### config.mk
export PLATFORM = sky130hd
export DESIGN_NAME = pong_game_ctrl
export DESIGN_NICKNAME = d
export VERILOG_FILES = /design/src/rtl/pong_game_ctrl.sv
export SDC_FILE = /design/constraint.sdc
export NUM_CORES = 1
export LEC_CHECK = 0
export CORE_ASPECT_RATIO = 0.9
export CORE_UTILIZATION = 45
export CTS_CLUSTER_DIAMETER = 120
export DETAILED_ROUTE_END_ITERATION = 10
export GPL_ROUTABILITY_DRIVEN = 0
export PLACE_DENSITY = 0.68
export SYNTH_ARGS = -nofsm -noshare
export SYNTH_HDL_FRONTEND = slang
export SYNTH_SLANG_ARGS = --single-unit
export TNS_END_PERCENT = 50
### constraint.sdc
create_clock -name clk -period 2.1 [get_ports clk]
set_clock_uncertainty 0.15 [all_clocks]
set_input_delay 0.525 -clock clk [delete_from_list [all_inputs] [get_ports clk]]
set_output_delay 0.525 -clock clk [all_outputs]
set_load 0.02 [all_outputs]
### src/rtl/pong_game_ctrl.sv
// Pong game sequencer: per-frame strobes, game state machine and score keeping.
// Optional feature PONG_PAUSE_EN adds a `pause` input and a PAUSED state.
module pong_game_ctrl #(
    parameter int unsigned FRAME_DIV    = 416667,
    parameter int unsigned SERVE_FRAMES = 60,
    parameter int unsigned POINT_FRAMES = 90,
    parameter int unsigned WIN_SCORE    = 9
) (
    input  logic       clk,
    input  logic       rst,
    input  logic       start,
    input  logic       miss_left,
    input  logic       miss_right,
`ifdef PONG_PAUSE_EN
    input  logic       pause,
`endif
    output logic       input_enable,
    output logic       ball_enable,
    output logic       ball_reset,
    output logic       serve_dir,
    output logic [3:0] p1score,
    output logic [3:0] p2score,
    output logic [2:0] state,
    output logic       game_over,
    output logic       winner
);

    localparam int unsigned FW   = $clog2(FRAME_DIV);
    localparam int unsigned WMAX = (SERVE_FRAMES > POINT_FRAMES) ? SERVE_FRAMES : POINT_FRAMES;
    localparam int unsigned WW   = $clog2(WMAX + 1);

    typedef enum logic [2:0] {
        ST_IDLE   = 3'd0,
        ST_SERVE  = 3'd1,
        ST_PLAY   = 3'd2,
        ST_POINT  = 3'd3,
`ifdef PONG_PAUSE_EN
        ST_PAUSED = 3'd5,
`endif
        ST_OVER   = 3'd4
    } state_t;

    state_t         state_q;
    logic [FW-1:0]  frame_cnt_q;
    logic [WW-1:0]  wait_cnt_q;
    logic [3:0]     p1score_q;
    logic [3:0]     p2score_q;
    logic           input_enable_q;
    logic           ball_enable_q;
    logic           ball_reset_q;
    logic           serve_dir_q;
    logic           game_over_q;
    logic           winner_q;
`ifdef PONG_PAUSE_EN
    logic           pause_q;
    logic           pause_rise;
    assign pause_rise = pause && !pause_q;
`endif

    logic       frame_tick;
    logic [3:0] p1_inc;
    logic [3:0] p2_inc;

    assign frame_tick = (frame_cnt_q == FW'(FRAME_DIV - 1));

    // Saturating score increments
    assign p1_inc = (p1score_q >= 4'(WIN_SCORE)) ? 4'(WIN_SCORE) : p1score_q + 4'd1;
    assign p2_inc = (p2score_q >= 4'(WIN_SCORE)) ? 4'(WIN_SCORE) : p2score_q + 4'd1;

    always_ff @(posedge clk) begin
        if (rst) begin
            state_q        <= ST_IDLE;
            frame_cnt_q    <= '0;
            wait_cnt_q     <= '0;
            p1score_q      <= '0;
            p2score_q      <= '0;
            input_enable_q <= 1'b0;
            ball_enable_q  <= 1'b0;
            ball_reset_q   <= 1'b1;
            serve_dir_q    <= 1'b1;
            game_over_q    <= 1'b0;
            winner_q       <= 1'b0;
`ifdef PONG_PAUSE_EN
            pause_q        <= 1'b0;
`endif
        end else begin
            frame_cnt_q    <= frame_tick ? '0 : frame_cnt_q + FW'(1);
            input_enable_q <= frame_tick && ((state_q == ST_SERVE) || (state_q == ST_PLAY));
            ball_enable_q  <= frame_tick && (state_q == ST_PLAY);
`ifdef PONG_PAUSE_EN
            pause_q        <= pause;
`endif
            case (state_q)
                ST_IDLE, ST_OVER: begin
                    if (start) begin
                        state_q      <= ST_SERVE;
                        wait_cnt_q   <= '0;
                        p1score_q    <= '0;
                        p2score_q    <= '0;
                        serve_dir_q  <= 1'b1;
                        game_over_q  <= 1'b0;
                        ball_reset_q <= 1'b1;
                    end
                end
                ST_SERVE: begin
                    if (frame_tick) begin
                        if (wait_cnt_q == WW'(SERVE_FRAMES - 1)) begin
                            state_q      <= ST_PLAY;
                            wait_cnt_q   <= '0;
                            ball_reset_q <= 1'b0;
                        end else begin
                            wait_cnt_q <= wait_cnt_q + WW'(1);
                        end
                    end
                end
                ST_PLAY: begin
                    // Simultaneous misses are a dead ball: re-serve with no score change
                    if (miss_left && miss_right) begin
                        state_q      <= ST_SERVE;
                        wait_cnt_q   <= '0;
                        ball_reset_q <= 1'b1;
                    end else if (miss_left) begin
                        p2score_q    <= p2_inc;
                        serve_dir_q  <= 1'b0;
                        wait_cnt_q   <= '0;
                        ball_reset_q <= 1'b1;
                        if (p2_inc == 4'(WIN_SCORE)) begin
                            state_q     <= ST_OVER;
                            game_over_q <= 1'b1;
                            winner_q    <= 1'b1;
                        end else begin
                            state_q <= ST_POINT;
                        end
                    end else if (miss_right) begin
                        p1score_q    <= p1_inc;
                        serve_dir_q  <= 1'b1;
                        wait_cnt_q   <= '0;
                        ball_reset_q <= 1'b1;
                        if (p1_inc == 4'(WIN_SCORE)) begin
                            state_q     <= ST_OVER;
                            game_over_q <= 1'b1;
                            winner_q    <= 1'b0;
                        end else begin
                            state_q <= ST_POINT;
                        end
                    end
`ifdef PONG_PAUSE_EN
                    else if (pause_rise) begin
                        state_q    <= ST_PAUSED;
                        wait_cnt_q <= '0;
                    end
`endif
                end
                ST_POINT: begin
                    if (frame_tick) begin
                        if (wait_cnt_q == WW'(POINT_FRAMES - 1)) begin
                            state_q    <= ST_SERVE;
                            wait_cnt_q <= '0;
                        end else begin
                            wait_cnt_q <= wait_cnt_q + WW'(1);
                        end
                    end
                end
`ifdef PONG_PAUSE_EN
                ST_PAUSED: begin
                    if (pause_rise) begin
                        state_q    <= ST_PLAY;
                        wait_cnt_q <= '0;
                    end
                end
`endif
                default: begin
                    state_q      <= ST_IDLE;
                    wait_cnt_q   <= '0;
                    ball_reset_q <= 1'b1;
                    game_over_q  <= 1'b0;
                end
            endcase
        end
    end

    assign input_enable = input_enable_q;
    assign ball_enable  = ball_enable_q;
    assign ball_reset   = ball_reset_q;
    assign serve_dir    = serve_dir_q;
    assign p1score      = p1score_q;
    assign p2score      = p2score_q;
    assign state        = state_q;
    assign game_over    = game_over_q;
    assign winner       = winner_q;

endmodule

; ---- After elaboration in Yosys (flattened, before gate mapping)
; Cells that the tools add are included.
[classes]
n_addsub = 4
magnitude_cmp = 2
eq_ne = 23
muxes = 50
n_bitwise = 3
n_reduce_logical = 19
[op_table]
columns = operator, n
row1 = two-way mux 7 bit, 8
row2 = two-way mux 4 bit, 8
row3 = two-way mux 3 bit, 10
row4 = one-hot mux 7 bit (4 select lines), 1
row5 = adder 19 x 1 -> 19 bit (second input constant), 1
row6 = equality test 19 bit (second input constant), 1
row7 = two-way mux 1 bit, 17
row8 = != test 2 bit (second input constant), 8
row9 = one-hot mux 4 bit (2 select lines), 2
row10 = AND reduction 5 bit, 3
row11 = one-hot mux 3 bit (4 select lines), 1
row12 = AND reduction 4 bit, 3
row13 = AND reduction 6 bit, 2
row14 = adder 4 x 1 -> 4 bit (second input constant), 2
row15 = equality test 4 bit (second input constant), 2
row16 = >= comparator 4 bit (second input constant), 2
row17 = adder 7 x 1 -> 7 bit (second input constant), 1
row18 = equality test 7 x 6 -> 1 bit (second input constant), 1
row19 = equality test 7 bit (second input constant), 1
row20 = equality test 3 x 2 -> 1 bit (second input constant), 2
row21 = != test 3 x 2 -> 1 bit (second input constant), 2
row22 = nonzero test 2 bit, 3
row23 = OR reduction 2 bit, 3
row24 = != test 2 x 1 -> 1 bit (second input constant), 2
row25 = 11 further kinds, 15
[totals]
ff_bits = 43
inputBits = 5
output_inout_bits = 17
word_cells = 112

; ---- Logic depth before layout (Yosys ltp)
[logic_depth]
ltp_word = 8
mapped_depth = 8
ltp_nobuf = 8

; ---- Least setup slack after synthesis
; OpenSTA, ideal clock, no wires.
[synth_path]
path_kind = reg-to-reg
startpoint = register p2score_q[1] (netlist: p2score[1])
endpoint = register game_over_q (netlist: game_over)
setup_ps = 71
arrival_ps = 1897
t_required_ps = 1879
setup_slack_ps = -17
stages_incl_launch_ff = 9
path_buffers = 0
synth_period_minus_slack_ps = 2117
path_cell_list = dfxtp_1 -> inv_1 -> ha_1 -> or3b_2 -> a22oi_1 -> o21ai_0 -> a21oi_1 -> o21ai_0 -> a21oi_1
[synth_via]
elab_chain_len = 5
elab_cells_between_ends = 6
cone_classes = add/sub: 1 / order compare: 1 / eq/ne: 2 / mux: 1 / reduce/logical: 1
[synth_lines]
columns = item, line_no
row1 = start: declaration, 47  ; logic [3:0] p2score_q;
row2 = start signal: assignment, 123  ; p2score_q <= p2_inc;
row3 = adder 4 x 1 -> 4 bit or >= comparator 4 bit (tied branches), 68  ; assign p2_inc = (p2score_q >= 4'(WIN_SCORE)) ? 4'(WIN_SCORE) : p2score_q + 4'd1;
row4 = two-way mux 4 bit (*), 68
row5 = equality test 4 bit (*), 127  ; if (p2_inc == 4'(WIN_SCORE)) begin
row6 = != test 3 x 2 -> 1 bit (no source line) (*), -
row7 = AND reduction 6 bit (no source line) (*), -
row8 = end signal: assignment, 81  ; game_over_q <= 1'b0;
row9 = end signal: assignment, 129  ; game_over_q <= 1'b1;
row10 = end signal: assignment, 141  ; game_over_q <= 1'b1;
row11 = end: declaration, 52  ; logic game_over_q;
; Mark *: on every way between the ends. The rest lies on a longest branch, timed or not.
; A chain may end at the register's enable or synchronous reset.

; ---- Worst setup path after layout
[layout_path]
startpoint = input port miss_left
endpoint = register wait_cnt_q[5]
[layout_via]
elab_chain_len = 3
elab_cells_between_ends = 6
cone_classes = eq/ne: 1 / mux: 3 / reduce/logical: 2
[layout_lines]
columns = item, line_no
row1 = start: declaration, 12  ; input logic miss_left,
row2 = two-way mux 7 bit or logical AND 1 bit (tied branches), "122, 118"
row3 = two-way mux 7 bit or != test 4 x 3 -> 1 bit (tied branches), -
row4 = one-hot mux 7 bit (4 select lines) or AND reduction 4 bit (tied branches), -
row5 = end signal: assignment, 112  ; wait_cnt_q <= wait_cnt_q + WW'(1);
row6 = end signal: assignment, 160  ; wait_cnt_q <= wait_cnt_q + WW'(1);
row7 = end: declaration, 45  ; logic [WW-1:0] wait_cnt_q;
; Parallel ways exist; a longest one is shown, timed or not.

==> qor.txt <==
Max-Slew Margin vs Limit: 63.6%
Slew @ Worst Pin: 537 ps
Switch Pwr: 0.000422 W
max-capacitance violation count: 0
PwrDens: 530 mW/mm²
crit-path cells: dlygate4sd2_1, or4b_4, a21oi_4, nor3_4, buf_4, o2111ai_1, xor2_1, nor2_1
mapped cell area: 0.00220 mm²
P&R area growth vs syn: 37.4%
Worst Hold Class: reg -> reg
hold_buf cts: 0
Final ANT Viol Nets: 0
Setup CP Type: in -> reg
largest net degree at the start of global routing: 20
PortBufs: 21
H-tree levels: 2
met3 GRT Util: 4.86%
Critical Path Start: miss_left
Reg2Reg Setup Slack: 50 ps
die width: 75.7 µm
Vias/cell: 5.23
post-DR wirelength/cell: 13.2 µm
Post-Place Worst Slack: -492 ps
crit share post-route: 98.7%
worst setup margin: 27.8 ps
total CTS buffers: 5
cells after synthesis: 261
Post-DP HPWL: 3570 µm
Pwr Total: 0.00160 W
Worst R2R Start: frame_cnt_q[0]
Seq pwr share: 53.0%
status: finished, final reports clean
Post-synth EDFFs: 0
Bufs on Longest Clock Path: 2
mean post-synth cell area: 8.43 µm²
height of the die: 68.3 µm
type of element launching the critical path: input port
Hold Crit Start: serve_dir
global-route usage over all layers: 21.1%
synth warn: 0
Synth cell types: 52
final hold vios: 0
CP arrival: 2110 ps
WL final: 5180 µm
total grt overflow: 0
leakage: 1.21 nW
slowest cell delay on critical path: 520 ps
Worst path slowest cell: or4b_4
fraction of layout cells with a size suffix above 1: 24.8%
drc violations: 0
unrepaired setup endpoints after global routing: true
first-pass GRT wire length: 8050 µm
ANT cells: 0
Net Sw Frac: 26.3%
crit path max fanout: 5
CTS tree: yes
min Tclk post-route: 2070 ps
Worst Setup End Kind: flop
Synth Register Bits: 43
Worst Path Required: 2130 ps
Buf/Inv on CP: 2
met1 Use GR: 28.1%
initial antenna violation count: 0
Boundary Pins: 22
Root Driver: clkbuf_8
nets: 345
Peak supply drop: 0.438 mV
CTS sink cnt: 43
FFs w/ async S/R, synth: 0%
sequential area share after synthesis: 39.1%
clock transition at the registers of the reported paths: 80 ps
DR vias: 2057
power share of the clock group: 31.7%
setup violators final: 0
GR Util met2: 32.9%
combinational share of power: 15.3%
core area: 0.00458 mm²
global route hottest layer: met2
FP Rows: 23
clock latency on the worst-skew pair: 300 ps
vias in the first global route: 1800
Max Slew Vio Count: 0
die area: 0.00517 mm²
Pre-Repair DR Iteration Count: 4
initial DRC count: 100
initial core utilization: 48.1%
Main synth FF type: dfxtp_1
syn nets: 276
Internal Power: 0.00118 W
Top Family by Delay on Critical Path: simple AND/OR/NAND/NOR gates
FMAX: 0.483 GHz
==> path summary, 6_finish.rpt <==
path                         to  cells past startpoint
setup reg to reg  wait_cnt_q[3]                     10
hold reg to reg       serve_dir                      2
setup / recovery  wait_cnt_q[5]                      8
hold / removal        serve_dir                      2
==> cells in the mapped netlist (2+ instances only) <==
cell / number / share of area, %
nor2b_1: 5 / 1.4
nand3_1: 8 / 1.8
inv_1: 10 / 1.7
nand2b_1: 8 / 2.3
or3_1: 6 / 1.7
nor3_1: 3 / 0.68
o31ai_1: 2 / 0.68
and2_1: 5 / 1.4
a211o_1: 2 / 0.80
mux2i_1: 2 / 0.91
ha_1: 10 / 5.7
dfxtp_1: 43 / 39
a22oi_1: 2 / 0.68
clkbuf_1: 4 / 0.68
nand3b_1: 2 / 0.68
nor2_1: 39 / 6.7
o2111ai_1: 2 / 0.80
o21ai_0: 16 / 3.6
nand4_1: 7 / 2.0
nand4b_1: 2 / 0.80
or2_2: 3 / 0.85
xnor2_1: 5 / 2.0
or3b_2: 2 / 0.80
xor2_1: 14 / 5.6
nand2_1: 13 / 2.2
and3_1: 4 / 1.1
a21oi_1: 17 / 3.9
==> through the flow <==
step | TNS [ps] | cell area, µm² | instances | hold slack, ps | util (%)
final | 0 | 3020 | 393 | 311 | 66.1
after global routing | -69.4 | 3020 | 393 | 351 | 66.1
after CTS | -71.5 | 2900 | 389 | 319 | 63.4
after detailed placement | -6740 | 2780 | 379 | 309 | 60.8
after global placement | -6270 | 2780 | 379 | 295 | 60.8
after floorplan | 0 | 2200 | 261 | 291 | -
==> layout by cell type, fill, tap and decap left out, types with 3 or more instances in the layout <==
master	netlist	final
and2_1	5	5
xor2_1	14	14
nand3_1	8	7
xnor2_1	5	5
clkdlybuf4s50_1	0	16
ha_1	10	7
dfxtp_2	0	4
dlymetal6s2s_1	0	3
or3_1	6	6
inv_1	10	9
clkbuf_8	0	5
nand2b_1	8	7
o21ai_0	16	13
nor3_1	3	3
nor2b_1	5	5
nor2_1	39	39
ha_2	0	3
nand4_1	7	7
a21oi_1	17	17
nand2_1	13	13
buf_4	0	45
or2_2	3	3
dfxtp_1	43	39
and3_1	4	3
==> flip-flops by register name, summed over array words and instances, names as in the netlist, 3 cells and up <==
register     flops
wait_cnt_q       7
frame_cnt_q     19
p1score          4
state            3
p2score          4
==> worst min-delay path: cells and delay by family (launching register included) <==
family	cells	cell delay, ps
simple gates	1	50
flops	1	310
compound gates	1	60
==> area by class of cell <==
| type | count | area (µm²) |
|---|---|---|
| fill | 382 | 1550 |
| multi-input combinational | 201 | 1360 |
| sequential | 43 | 866 |
| timing repair buffer | 69 | 597 |
| tap | 62 | 77.6 |
| clock buffer | 7 | 76.3 |
| inverter | 10 | 37.5 |
| clock inverter | 1 | 5.00 |
==> cells by family (layout without fill, tap and decap cells) <==
family          count (synthesis)  in the layout  share of synthesized area, %
simple gates                  115            115                          27.6
xor+xnor                       19             19                          7.56
mux                             2              2                         0.910
flops                          43             43                          39.1
fa+ha+maj                      10             10                          5.69
buf+inv                        17             87                          3.30
compound gates                 55             55                          15.8
==> routing by layer <==
metal,part of all wire [%],up-vias
met5,0,-
met4,1.3,0
met3,3.2,6
met2,47,33
met1,48,959
li1,-,1059
==> power by group through the flow <==
stage	Clock [W]	Sequential [W]	Combinational [W]
after global routing	0.000563	0.000853	0.000266
after detailed placement	0	0.000866	0.000225
after CTS	0.000520	0.000848	0.000231
after floorplan	0	0.000871	0.000113
final	0.000509	0.000850	0.000245
after global placement	0	0.000866	0.000223
==> timing repair <==
action	in CTS	in global routing
pin swaps	7	7
gates resized for setup	10	27
endpoints found under the setup margin	16	20
setup buffers	2	4
Power figures use the tool's default switching activity.
